$ cat src/rtl/spi_buffer_master_if.sv
// Buffer-memory port bundle between spi_buffer_master (master) and the
// register-file buffer (slave): one combinational read port, one write port.
interface spi_buffer_master_if #(
   parameter int DATA_W = 8,
   parameter int ADDR_W = 5
);
   logic [ADDR_W-1:0] mem_raddr_o;
   logic [DATA_W-1:0] mem_rdata_i;
   logic              mem_we_o;
   logic [ADDR_W-1:0] mem_waddr_o;
   logic [DATA_W-1:0] mem_wdata_o;

   modport master (
      output mem_raddr_o, mem_we_o, mem_waddr_o, mem_wdata_o,
      input  mem_rdata_i
   );

   modport slave (
      input  mem_raddr_o, mem_we_o, mem_waddr_o, mem_wdata_o,
      output mem_rdata_i
   );
endinterface

$ cat src/rtl/spi_buffer_master.sv
// SPI mode-0 master that streams buffer words out MSB-first and writes the
// received words back in place. Optional macro SPI_LOOPBACK_EN samples mosi_o.
module spi_buffer_master #(
   parameter int DATA_W   = 8,
   parameter int ADDR_W   = 5,
   parameter int HALF_PER = 2
) (
   input  logic                 clk_i,
   input  logic                 rst_i,
   input  logic                 start_i,
   input  logic [ADDR_W-1:0]    n_tx_i,
   input  logic                 all_ones_i,
   input  logic                 all_zeros_i,
   spi_buffer_master_if.master  mem,
   output logic                 sclk_o,
   output logic                 cs_n_o,
   output logic                 mosi_o,
   input  logic                 miso_i,
   output logic                 busy_o,
   output logic                 done_o,
   output logic [ADDR_W-1:0]    cnt_o
);
   localparam int DIV_W = (HALF_PER > 1) ? $clog2(HALF_PER) : 1;
   localparam int BIT_W = $clog2(DATA_W + 1);
   localparam logic [DIV_W-1:0] DIV_LAST = DIV_W'(HALF_PER - 1);
   localparam logic [BIT_W-1:0] BIT_LAST = BIT_W'(DATA_W - 1);

   typedef enum logic [2:0] {IDLE, LOAD, SHIFT, STORE, DONE} state_e;

   state_e              state_q, state_d;
   logic [ADDR_W-1:0]   n_q, n_d;
   logic                ones_q, ones_d;
   logic                zeros_q, zeros_d;
   logic [ADDR_W-1:0]   idx_q, idx_d;
   logic [ADDR_W-1:0]   cnt_q, cnt_d;
   logic [DIV_W-1:0]    div_q, div_d;
   logic [BIT_W-1:0]    bit_q, bit_d;
   logic                sclk_q, sclk_d;
   logic                mosi_q, mosi_d;
   logic [DATA_W-1:0]   tx_q, tx_d;
   logic [DATA_W-1:0]   rx_q, rx_d;
   logic                rx_bit;

`ifdef SPI_LOOPBACK_EN
   logic unused_miso;
   assign unused_miso = miso_i;
   assign rx_bit      = mosi_q;
`else
   assign rx_bit      = miso_i;
`endif

   always_comb begin
      // NOTE: every _d starts as its _q so no branch can leave one unassigned and infer a latch.
      state_d = state_q;
      n_d     = n_q;
      ones_d  = ones_q;
      zeros_d = zeros_q;
      idx_d   = idx_q;
      cnt_d   = cnt_q;
      div_d   = div_q;
      bit_d   = bit_q;
      sclk_d  = sclk_q;
      mosi_d  = mosi_q;
      tx_d    = tx_q;
      rx_d    = rx_q;

      case (state_q)
         IDLE: begin
            if (start_i) begin
               n_d     = n_tx_i;
               ones_d  = all_ones_i;
               zeros_d = all_zeros_i;
               cnt_d   = '0;
               idx_d   = '0;
               state_d = (n_tx_i == '0) ? DONE : LOAD;
            end
         end
         LOAD: begin
            if (ones_q)       tx_d = '1;
            else if (zeros_q) tx_d = '0;
            else              tx_d = mem.mem_rdata_i;
            mosi_d  = tx_d[DATA_W-1];
            div_d   = '0;
            bit_d   = '0;
            sclk_d  = 1'b0;
            state_d = SHIFT;
         end
         SHIFT: begin
            if (div_q == DIV_LAST) begin
               div_d  = '0;
               sclk_d = ~sclk_q;
               if (!sclk_q) begin
                  rx_d = {rx_q[DATA_W-2:0], rx_bit};
               end else begin
                  // Falling edge: present the next bit; the last fall closes the word.
                  tx_d   = tx_q << 1;
                  mosi_d = tx_q[DATA_W-2];
                  bit_d  = bit_q + 1'b1;
                  if (bit_q == BIT_LAST) state_d = STORE;
               end
            end else begin
               div_d = div_q + 1'b1;
            end
         end
         STORE: begin
            cnt_d   = cnt_q + 1'b1;
            idx_d   = idx_q + 1'b1;
            state_d = (cnt_d == n_q) ? DONE : LOAD;
         end
         DONE:    state_d = IDLE;
         default: state_d = IDLE;
      endcase
   end

   always_ff @(posedge clk_i or posedge rst_i) begin
      if (rst_i) begin
         state_q <= IDLE;
         n_q     <= '0;
         ones_q  <= 1'b0;
         zeros_q <= 1'b0;
         idx_q   <= '0;
         cnt_q   <= '0;
         div_q   <= '0;
         bit_q   <= '0;
         sclk_q  <= 1'b0;
         mosi_q  <= 1'b0;
         tx_q    <= '0;
         rx_q    <= '0;
      end else begin
         // NOTE: non-blocking so every register updates from pre-edge values.
         state_q <= state_d;
         n_q     <= n_d;
         ones_q  <= ones_d;
         zeros_q <= zeros_d;
         idx_q   <= idx_d;
         cnt_q   <= cnt_d;
         div_q   <= div_d;
         bit_q   <= bit_d;
         sclk_q  <= sclk_d;
         mosi_q  <= mosi_d;
         tx_q    <= tx_d;
         rx_q    <= rx_d;
      end
   end

   assign mem.mem_raddr_o = idx_q;
   assign mem.mem_we_o    = (state_q == STORE);
   assign mem.mem_waddr_o = idx_q;
   assign mem.mem_wdata_o = rx_q;
   assign sclk_o          = sclk_q;
   assign mosi_o          = mosi_q;
   assign cs_n_o          = !(state_q inside {LOAD, SHIFT, STORE});
   assign busy_o          = (state_q != IDLE);
   assign done_o          = (state_q == DONE);
   assign cnt_o           = cnt_q;
endmodule

$ cat src/flat_wrapper.sv
// flat-port wrapper written by rule: the top's interface ports become plain ports
module spi_buffer_master_flat 
#(
   parameter int DATA_W   = 8,
   parameter int ADDR_W   = 5,
   parameter int HALF_PER = 2
)
  (clk_i, rst_i, start_i, n_tx_i, all_ones_i, all_zeros_i, sclk_o, cs_n_o, mosi_o, miso_i, busy_o, done_o, cnt_o, mem_mem_raddr_o, mem_mem_we_o, mem_mem_waddr_o, mem_mem_wdata_o, mem_mem_rdata_i);
  spi_buffer_master_if #(.DATA_W(DATA_W), .ADDR_W(ADDR_W)) mem_i ();
  input  logic clk_i;
  input  logic rst_i;
  input  logic start_i;
  input  logic [ADDR_W-1:0] n_tx_i;
  input  logic all_ones_i;
  input  logic all_zeros_i;
  output logic sclk_o;
  output logic cs_n_o;
  output logic mosi_o;
  input  logic miso_i;
  output logic busy_o;
  output logic done_o;
  output logic [ADDR_W-1:0] cnt_o;
  output wire logic [$bits(mem_i.mem_raddr_o)-1:0] mem_mem_raddr_o;
  output wire logic [$bits(mem_i.mem_we_o)-1:0] mem_mem_we_o;
  output wire logic [$bits(mem_i.mem_waddr_o)-1:0] mem_mem_waddr_o;
  output wire logic [$bits(mem_i.mem_wdata_o)-1:0] mem_mem_wdata_o;
  input wire logic [$bits(mem_i.mem_rdata_i)-1:0] mem_mem_rdata_i;
  assign mem_mem_raddr_o = mem_i.mem_raddr_o;
  assign mem_mem_we_o = mem_i.mem_we_o;
  assign mem_mem_waddr_o = mem_i.mem_waddr_o;
  assign mem_mem_wdata_o = mem_i.mem_wdata_o;
  assign mem_i.mem_rdata_i = mem_mem_rdata_i;
  spi_buffer_master #(.DATA_W(DATA_W), .ADDR_W(ADDR_W), .HALF_PER(HALF_PER)) u_core (.clk_i(clk_i), .rst_i(rst_i), .start_i(start_i), .n_tx_i(n_tx_i), .all_ones_i(all_ones_i), .all_zeros_i(all_zeros_i), .mem(mem_i), .sclk_o(sclk_o), .cs_n_o(cs_n_o), .mosi_o(mosi_o), .miso_i(miso_i), .busy_o(busy_o), .done_o(done_o), .cnt_o(cnt_o));
endmodule
$ cat config.mk
export PLATFORM = sky130hd
export DESIGN_NAME = spi_buffer_master_flat
export DESIGN_NICKNAME = d
export VERILOG_FILES = /design/src/rtl/spi_buffer_master_if.sv /design/src/rtl/spi_buffer_master.sv /design/src/flat_wrapper.sv
export SDC_FILE = /design/constraint.sdc
export NUM_CORES = 1
export LEC_CHECK = 0
export BUFFER_PORTS_ARGS = -buffer_cell sky130_fd_sc_hd__buf_2
export CAP_MARGIN = 10
export CORE_MARGIN = 4
export CORE_UTILIZATION = 40
export DETAILED_ROUTE_END_ITERATION = 16
export HOLD_SLACK_MARGIN = 0.1
export SLEW_MARGIN = 20
export SYNTH_ARGS = -nofsm -noshare
export SYNTH_HDL_FRONTEND = slang
export SYNTH_SLANG_ARGS = --single-unit
$ cat constraint.sdc
create_clock -name clk_i -period 2.4 [get_ports clk_i]
set_clock_uncertainty 0.15 [all_clocks]
set_input_delay 0.24 -clock clk_i [delete_from_list [all_inputs] [get_ports clk_i]]
set_output_delay 0.24 -clock clk_i [all_outputs]
set_load 0.05 [all_outputs]
==> results by stage <==
Final layout:
- Of the cells placed in the final design, the portion with a size suffix greater than 1 is 29.92%.
- The area of the multi-input gates is 944.7 sq um.
- The final core area utilization is 50.15%.
- In the final design database the tool counted 276 nets.
- Compared with the post-synthesis result, the final layout area differs by 20.75%.
- 0 antenna diodes ended up in the layout.
- Leaving out filler cells and counting taps, the final layout contains 324.
- The total of fill cells in the finished design is 484.
- The area used by sequential logic in the layout is 0.001051 sq mm.

Place:
- Input and output buffers added on the ports amount to 47.
- Including well taps, the total number of placed cells is 308.
- At the end of routability-driven placement, the weighted congestion stood at 0.7511.
- Once detailed placement completed, the half-perimeter wirelength came to 3031 um.

CTS:
- CTS saw 42 sinks.
- In this run, post-CTS hold repair placed 9 buffers.
- The total of cells resized after clock tree synthesis is 0.
- The post-CTS setup buffer count is 0.
- The H-tree depth is 2.
- The buffer levels on the longest clock path is 2.
- The number of buffers created by CTS is 5.
- The clock slew seen by the registers of the worst setup and hold paths is 0.08 ns.
- TritonCTS built the clock tree.
- The clock latency on the worst-skew pair is 0.29 ns.
- The cell chosen for the clock root is sky130_fd_sc_hd__clkbuf_8.

STA:
- Headroom to the max-slew limit came out at 63.08%.
- Setup repair after global routing left no endpoint under its margin.
- Setup violations remaining at the end of the flow were counted as 0.
- The sum of negative setup slack is 0 ns.
- The transition at the pin with the smallest max-transition slack is 0.5539 ns.
- The number of endpoints with negative hold slack in the final report came to 0.
- Based on the critical path, the design can be clocked at up to 0.4940 GHz.
- Dividing the final minimum period by the clock period gives 84.35%.
- The total count of max-transition violations in the final report came to 0.
- The worst path needs 2.024 ns of the cycle, external delays included.

Critical path:
- The worst endpoint data arrival time is 1.63 ns.
- Of all nets on the critical path, the largest fanout is 16.
- The signal on the critical path passes through nand3b_1 -> inv_2 -> buf_2.
- The category of the worst setup path launch point is a flop.
- The largest incremental delay on the critical path is 0.70 ns.
- The type of the worst setup path is reg2out.
- The slowest cell on the critical path is sky130_fd_sc_hd__dfrtp_1.
- The critical path data required time is 2.01 ns.
- The type of destination of the critical path is a primary output.

Logic synthesis:
- In this run the mean area of a mapped cell was 10.73 sq um.
- The flip-flop and latch count after synthesis is 42.
- The sequential element share of the synthesized area is 49.24%.
- The number of distinct library cell variants in the gate-level netlist after synthesis is 43.
- The count of flip-flops with a built-in enable after synthesis is 0.
- The async set-reset flop share out of synthesis is 100.0%.
- The total nets after synthesis is 221.
- The top flip-flop cell by instance count after synthesis is sky130_fd_sc_hd__dfrtp_1.
- The number of instances in the synthesized netlist is 199.
- The number of warning messages in the yosys log is 0.
- After synthesis the cells add up to 0.002135 sq mm.

Floorplan:
- The width of the die is 81.05 um.
- Measured along the y axis, the die boundary spans 81.05 um.
- The cell row count is 26.
- The starting density of the core is 41.53%.
- The area of the die is 0.006569 sq mm.
- The core footprint is 0.005140 sq mm.
- During I/O placement, the number of pins put on the boundary was 48.

Route:
- In this run the remaining antenna-violating nets after routing total 0.
- The first-iteration detailed-routing DRC count is 58.
- The via density per instance is 5.120.
- The number of vias after detailed routing is 1659.
- Before antenna repair, the detailed router went through 4 iterations.
- The residual DRC count is 0.
- The average detailed-routed wire length per instance is 13.69 um.
- The post-detailed-routing wire length is 4435 um.

Power and ir drop:
- The worst IR drop on VDD is 0.7265 mV.
- For this design the ratio of total power to cell area is 1419 mW/mm^2.
- The analysis attributes to cell leakage a power of 1.226 nW.

Min path:
- The tightest min-delay check is of the in2reg type.

GRT:
- The global-route wire length before repair is 7410 um.
- Entering global routing, the biggest net connects 43 pins.
- The number of antenna violations at the first check in global routing came to 0.
- The number of global-route vias before repair is 1646.
- The overall routing resource usage is 14.71%.
- Summed over all layers, the global routing overflow is 0.

Run status:
- The flow ran to the end, and the final reports show no timing, DRC or antenna violations.

Flow run:
- The count of maximum capacitance violations is 0.
==> cell type report <==
type	count	area share (%)
Clock buffer	5	2.670
Clock inverter	2	0.3883
Inverter	14	2.039
Multi-Input combinational cell	130	36.65
Sequential cell	42	40.78
Tap cell	70	3.398
Timing Repair Buffer	61	14.08
==> kinds of logic after synthesis <==
family | after synthesis | share of synthesized area (%)
simple gates | 49 | 12.95
fa+ha+maj | 3 | 1.759
flops | 42 | 49.24
compound gates | 52 | 15.65
mux | 16 | 8.382
buf+inv | 27 | 6.506
xor+xnor | 10 | 5.510
==> cells in the final DEF, fill, tap and decap left out, drive strengths merged, types with 2 or more instances in the layout <==
cell type,count
dfrtp,42
nand3,6
inv,14
ha,3
mux2,15
dlygate4sd3,9
clkinv,2
xor2,5
o221a,7
nor2b,2
o22ai,4
or3,2
nand4b,2
nand2,13
a21oi,11
nor3,5
xor3,2
and2,2
nor2,8
xnor2,3
buf,52
o21ai,24
clkbuf,5
nand2b,3
==> power breakdown <==
part	internal (mW)	switching [mW]	total [mW]
Clock	0.195	0.233	0.428
Sequential	0.993	0.339	1.33
Combinational	0.675	1.22	1.90
==> critical path, delay by kind of cell, from the launching register on <==
| family | cells | cell delay (ns) |
|---|---|---|
| flip-flops | 1 | 0.70 |
| AND/OR/NAND/NOR | 1 | 0.19 |
| buffers and inverters | 2 | 0.46 |
==> synthesized netlist by cell type (2+ instances only) <==
cell	count	area, sq um
sky130_fd_sc_hd__a21oi_1	11	55.05
sky130_fd_sc_hd__and2_1	2	12.51
sky130_fd_sc_hd__buf_2	3	15.01
sky130_fd_sc_hd__buf_4	7	52.55
sky130_fd_sc_hd__clkbuf_1	2	7.510
sky130_fd_sc_hd__dfrtp_1	42	1051
sky130_fd_sc_hd__ha_1	3	37.54
sky130_fd_sc_hd__inv_1	13	48.80
sky130_fd_sc_hd__mux2_1	5	56.30
sky130_fd_sc_hd__mux2_2	10	112.6
sky130_fd_sc_hd__nand2_1	13	48.80
sky130_fd_sc_hd__nand2b_1	3	18.77
sky130_fd_sc_hd__nand3_1	5	25.02
sky130_fd_sc_hd__nand4b_1	2	17.52
sky130_fd_sc_hd__nor2_1	8	30.03
sky130_fd_sc_hd__nor2b_1	2	12.51
sky130_fd_sc_hd__nor3_1	5	25.02
sky130_fd_sc_hd__o21ai_0	23	115.1
sky130_fd_sc_hd__o221a_1	6	67.56
sky130_fd_sc_hd__o22ai_1	4	25.02
sky130_fd_sc_hd__xnor2_1	3	26.28
sky130_fd_sc_hd__xor2_1	5	43.79
sky130_fd_sc_hd__xor3_1	2	47.55
==> metal layers <==
layer	GRT usage [%]	part of all wire, %
met1	18.83	46
met2	23.56	48
met3	4.878	5.6
met4	4.561	1.1
met5	0	0
==> flip-flops by register name, summed over array words and instances, names as in the netlist <==
name	count
u_core.cnt_o	5
u_core.bit_q	4
u_core.tx_q	7
u_core.ones_q	1
u_core.div_q	1
u_core.mosi_o	1
u_core.mem.mem_wdata_o	8
u_core.mem.mem_raddr_o	5
u_core.n_q	5
u_core.state_q	3
u_core.sclk_o	1
u_core.zeros_q	1
==> through the flow <==
step / instance area [sq um] / hold WS, ns / total power, mW / setup slack, ns
after floorplan: 2135 / 0.2247 / 2.879 / 0.1536
after global placement: 2409 / 0.2526 / 3.218 / 0.5042
after detailed placement: 2409 / 0.2561 / 3.250 / 0.4387
after CTS: 2577 / 0.1293 / 3.700 / 0.3619
after global routing: 2577 / 0.1516 / 3.915 / 0.2024
final: 2577 / 0.1321 / 3.658 / 0.3756
==> worst paths after layout <==
kind | slack, ns | from | cells after the start | end
max in group asynchronous | 1.26 | rst_i | 4 | u_core.mem.mem_wdata_o[4]$_DFFE_PP0P_
hold / removal | 0.13 | mem_mem_rdata_i[4] | 4 | u_core.tx_q[4]$_DFFE_PP0P_
min in group asynchronous | 0.48 | rst_i | 4 | u_core.mem.mem_raddr_o[4]$_DFFE_PP0P_
hold reg to reg | 0.36 | u_core.mem.mem_wdata_o[7]$_DFFE_PP0P_ | 1 | u_core.mem.mem_wdata_o[7]$_DFFE_PP0P_
setup reg to reg | 0.40 | u_core.state_q[0]$_DFFE_PP0P_ | 4 | u_core.tx_q[6]$_DFFE_PP0P_
setup / recovery | 0.38 | u_core.state_q[1]$_DFFE_PP0P_ | 3 | mem_mem_we_o
Note: power is estimated with default switching activity, not from simulation.
